$ cat config.mk
export PLATFORM = sky130hd
export DESIGN_NAME = pipe_shifter_flat
export DESIGN_NICKNAME = d
export VERILOG_FILES = /design/src/rtl/pipe_shifter_if.sv /design/src/rtl/pipe_shifter.sv /design/src/flat_wrapper.sv
export SDC_FILE = /design/constraint.sdc
export NUM_CORES = 1
export LEC_CHECK = 0
export BUFFER_PORTS_ARGS = -buffer_cell sky130_fd_sc_hd__clkbuf_2
export CAP_MARGIN = 5
export CORE_ASPECT_RATIO = 0.8
export CORE_UTILIZATION = 59
export CTS_CLUSTER_DIAMETER = 50
export DETAILED_ROUTE_END_ITERATION = 10
export PLACE_DENSITY = 0.81
export SYNTH_ARGS = -nofsm -noshare
export SYNTH_HDL_FRONTEND = slang
export SYNTH_SLANG_ARGS = --single-unit
$ cat constraint.sdc
create_clock -name Clk -period 5.6 [get_ports Clk]
set_clock_uncertainty 0.05 [all_clocks]
set_input_delay 0.56 -clock Clk [delete_from_list [all_inputs] [get_ports Clk]]
set_output_delay 0.56 -clock Clk [all_outputs]
set_load 0.005 [all_outputs]
$ cat src/rtl/pipe_shifter_if.sv
// pipe_shifter_if: request/result bundle for the serial shifter
interface pipe_shifter_if #(
  parameter int DATAWIDTH  = 16,
  parameter int SHAMTWIDTH = 5
);
  logic                  start;
  logic [DATAWIDTH-1:0]  a;
  logic [SHAMTWIDTH-1:0] sh_amt;
  logic [1:0]            mode;
  logic [DATAWIDTH-1:0]  d;
  logic                  busy;
  logic                  done;
  modport master (output start, a, sh_amt, mode, input d, busy, done);
  modport slave  (input start, a, sh_amt, mode, output d, busy, done);
endinterface

$ cat src/rtl/pipe_shifter.sv
// pipe_shifter: one-bit-per-cycle shifter (logical/arith right, logical left, rotate right)
module pipe_shifter #(
  parameter int DATAWIDTH  = 16,
  parameter int SHAMTWIDTH = 5
) (
  input logic           Clk,
  input logic           Rst,
  pipe_shifter_if.slave bus
);
  localparam int CW = $clog2(DATAWIDTH + 1);
  typedef enum logic {IDLE, BUSY} state_t;
  state_t                state, state_n;
  logic [DATAWIDTH-1:0]  work, work_sh;
  logic [CW-1:0]         cnt, cnt_eff;
  logic [1:0]            md;
  logic [SHAMTWIDTH-1:0] sh;
  logic [31:0]           amt;
  logic                  pend, accept;
  assign sh       = bus.sh_amt;
  assign bus.busy = state == BUSY;
  always_comb begin
    amt     = 32'(sh);
    cnt_eff = bus.mode == 2'b11 ? CW'(amt % 32'(DATAWIDTH))
                                : CW'(amt >= 32'(DATAWIDTH) ? 32'(DATAWIDTH) : amt);
    accept  = state == IDLE && bus.start && !pend;
    work_sh = md == 2'b00 ? {1'b0, work[DATAWIDTH-1:1]} :
              md == 2'b01 ? {work[DATAWIDTH-1], work[DATAWIDTH-1:1]} :
              md == 2'b10 ? {work[DATAWIDTH-2:0], 1'b0} :
                            {work[0], work[DATAWIDTH-1:1]};
    state_n = state == IDLE ? (accept && cnt_eff != '0 ? BUSY : IDLE)
                            : (cnt == '0 ? IDLE : BUSY);
  end
  always_ff @(posedge Clk or posedge Rst)
    if (Rst) state <= IDLE;
    else     state <= state_n;
  // A zero-count request never enters BUSY; pend delivers its result one edge later
  always_ff @(posedge Clk or posedge Rst)
    if (Rst) begin
      work     <= '0;
      cnt      <= '0;
      md       <= '0;
      pend     <= 1'b0;
      bus.d    <= '0;
      bus.done <= 1'b0;
    end else begin
      bus.done <= 1'b0;
      pend     <= 1'b0;
      if (accept) begin
        work <= bus.a;
        md   <= bus.mode;
        cnt  <= cnt_eff;
        pend <= cnt_eff == '0;
      end else if (pend || (state == BUSY && cnt == '0)) begin
        bus.d    <= work;
        bus.done <= 1'b1;
      end else if (state == BUSY) begin
        work <= work_sh;
        cnt  <= cnt - CW'(1);
      end
    end
endmodule

$ cat src/flat_wrapper.sv
// flat-port wrapper written by rule: the top's interface ports become plain ports
module pipe_shifter_flat 
#(
  parameter int DATAWIDTH  = 16,
  parameter int SHAMTWIDTH = 5
)
  (Clk, Rst, bus_start, bus_a, bus_sh_amt, bus_mode, bus_d, bus_busy, bus_done);
  pipe_shifter_if #(.DATAWIDTH(DATAWIDTH), .SHAMTWIDTH(SHAMTWIDTH)) bus_i ();
  input logic Clk;
  input logic Rst;
  input wire logic [$bits(bus_i.start)-1:0] bus_start;
  input wire logic [$bits(bus_i.a)-1:0] bus_a;
  input wire logic [$bits(bus_i.sh_amt)-1:0] bus_sh_amt;
  input wire logic [$bits(bus_i.mode)-1:0] bus_mode;
  output wire logic [$bits(bus_i.d)-1:0] bus_d;
  output wire logic [$bits(bus_i.busy)-1:0] bus_busy;
  output wire logic [$bits(bus_i.done)-1:0] bus_done;
  assign bus_i.start = bus_start;
  assign bus_i.a = bus_a;
  assign bus_i.sh_amt = bus_sh_amt;
  assign bus_i.mode = bus_mode;
  assign bus_d = bus_i.d;
  assign bus_busy = bus_i.busy;
  assign bus_done = bus_i.done;
  pipe_shifter #(.DATAWIDTH(DATAWIDTH), .SHAMTWIDTH(SHAMTWIDTH)) u_core (.Clk(Clk), .Rst(Rst), .bus(bus_i));
endmodule
==> flow_summary.ini <==
[run_status]
status = finished clean

[clock_network]
htreeDepth = 2
cts_root_buffer = clkbuf_8
worst_skew_pair.late_latency_ns = 0.30
clock_sinks = 42
clockBufferDepth = 2
cts_tree = yes
path_clk_slew_ns = 0.07
post_cts_buffers = 0
cts_resized = 0
ctsHoldBuffers = 0
numCtsBuffers = 5

[floorplanning]
rows = 19
die_y_um = 57.1
io_pins = 44
fp.dieW_um = 70.8
core_um2 = 3520
start_util_pct = 63.6
die_area_um2 = 4040

[critical_path]
path_cells = inv_1, ha_1, nor4b_4, a21oi_2, mux2_2
end_kind = register
critPathSlowestCell = a21oi_2
critPathArrivalTime_ns = 2.49
worstPathRequired_ns = 5.73
worstPathMaxFanout = 17
crit_family = compound AO/OA/AOI/OAI gates
max_stage_delay_ns = 0.88
start_kind = register
crit_buf_inv = 1
worstSetupPathType = reg -> reg

[sta]
hold_viol = 0
rsz0062_at_grt = no
worst_pin_slew_ns = 1.18
hold_ws_ns = 0.313
slew_headroom_pct = 21.4
timing.final.crit_share_pct = 42.0
setup_tns_ns = 0
setup_viol = 0
post-route-min-period_ns = 2.35
max_freq_ghz = 0.425
maxSlewViolCount = 0

[cells_and_area]
seqCellArea_um2 = 1050
syn2layout_area_growth_pct = 13.3
fillers = 265
multi_input_area_um2 = 1040
drive_gt1_share_pct = 31.7
final_common_cell = clkbuf_2
finalInstanceArea_um2 = 2530
antenna_cells = 0
nets = 270
utilization_pct = 72.0
most-common-layout-cells = clkbuf_2 (43), dfrtp_1 (42), inv_1 (23), o21ai_0 (18)

[placed_design]
io_buffers = 43
place_congestion = 0.843
placed_area_um2 = 2460
detailed_place_hpwl_um = 3320

[global_route]
grt_overflow_total = 0
grt_pass1_vias = 1687
antenna_found_initial = 0
grt_usage_pct = 26.3
grt_max_degree = 43
grt_pass1_wl_um = 8160

[synth]
yosysTopAreaCell = dfrtp_1
yosys_warnings = 0
synth_edf_count = 0
synth_cell_type_count = 46
synthCells = 204
syn-num-nets = 231
async_flop_share_pct = 100
ys_ff_latch = 42
netlist_area_um2 = 2240
avgSynthCellArea_um2 = 11.0
ys_top_cells_by_area = dfrtp_1 (47%), mux2_4 (6.0%), and3b_1 (5.5%), o32ai_1 (5.5%), a211oi_1 (4.7%)
synth-seq-area-share_pct = 47.0
yosys.area.top_type_share_pct = 47.0
synthFlopType = dfrtp_1

[pwr]
power_density_nw_per_um2 = 557
power.total_mw = 1.41
p_leak_nw = 1.26
ir_drop_uv = 318

[hold_path]
min_path_type = in -> async

[detailed_routing]
first_pass_iters = 6
drc = 0
wl_um = 4990
vias_per_cell = 6.22
drt_iter0_markers = 147
ant_nets = 0
vias = 1774
wl_per_cell_um = 17.5

[job]
maxCapViolCount = 0
## worst min-delay path: stages
cell,delay [ns]
clkbuf_2,0.08
inv_1,0.04
buf_4,0.43
## cell families after synthesis
| logic type | synth area share [%] |
|---|---|
| and+or+nand+nor | 14.9 |
| AOI/OAI and AO/OA | 19.7 |
| DFF | 47.0 |
| adders and majority gates | 0.559 |
| muxes | 11.0 |
| buffers and inverters | 6.88 |
## metal layers
layer  vias to the layer above  wire length, µm  GRT usage, %
met5                         -                0             0
met4                         0               51          8.86
met1                       874             2410          37.9
met2                        58             2310          40.4
met3                         4              220          5.30
li1                        838                -             -
## report_power, final
part / internal [mW] / switching (mW)
clock network: 0.0858 / 0.0986
logic: 0.334 / 0.284
registers: 0.446 / 0.162
## stage by stage
| stage | setup slack, ns | cells |
|---|---|---|
| detailed placement | 3.25 | 278 |
| finish | 3.25 | 285 |
| global placement | 3.30 | 278 |
| floorplan | 3.79 | 204 |
| global route | 3.14 | 285 |
| CTS | 3.24 | 285 |
## state kept, by name (all words and copies together), names as in the netlist
signal / count
u_core.cnt: 5
u_core.pend: 1
u_core.bus.done: 1
u_core.md: 2
u_core.bus.d: 16
u_core.bus.busy: 1
u_core.work: 16
## cell usage after synthesis (2+ instances only)
cell	n
nand3_1	2
o21ai_0	18
or4b_1	2
o22ai_1	2
nand2_1	7
nor3_1	2
and3b_1	14
buf_2	6
clkbuf_1	5
nand2b_1	2
nor2_1	2
a211oi_1	14
dfrtp_1	42
mux2_4	9
nor2b_1	2
or3b_2	2
mux2_2	8
inv_1	23
o32ai_1	14
mux2i_1	2
## path summary, 6_finish.rpt
kind                                         startpoint                      endpoint  slack (ns)  cells past startpoint
setup / recovery              u_core.cnt[0]$_DFFE_PP0P_  u_core.bus.d[15]$_DFFE_PP0P_        3.25                      5
hold / removal                                      Rst   u_core.bus.d[9]$_DFFE_PP0P_        0.31                      3
setup reg to reg              u_core.cnt[0]$_DFFE_PP0P_  u_core.bus.d[15]$_DFFE_PP0P_        3.25                      5
hold reg to reg            u_core.bus.d[12]$_DFFE_PP0P_  u_core.bus.d[12]$_DFFE_PP0P_        0.46                      1
max in group asynchronous                           Rst     u_core.cnt[0]$_DFFE_PP0P_        4.84                      3
min in group Clk                            bus_mode[0]      u_core.md[0]$_DFFE_PP0P_        0.44                      3
## layout make-up
| type | instances | share of cell area (%) |
|---|---|---|
| clock buffer | 7 | 3.01 |
| inverter | 23 | 3.41 |
| multi-input combinational | 126 | 40.9 |
| sequential | 42 | 41.5 |
| tap | 42 | 2.07 |
| timing repair buffer | 45 | 9.09 |
Power figures use the tool's default switching activity.
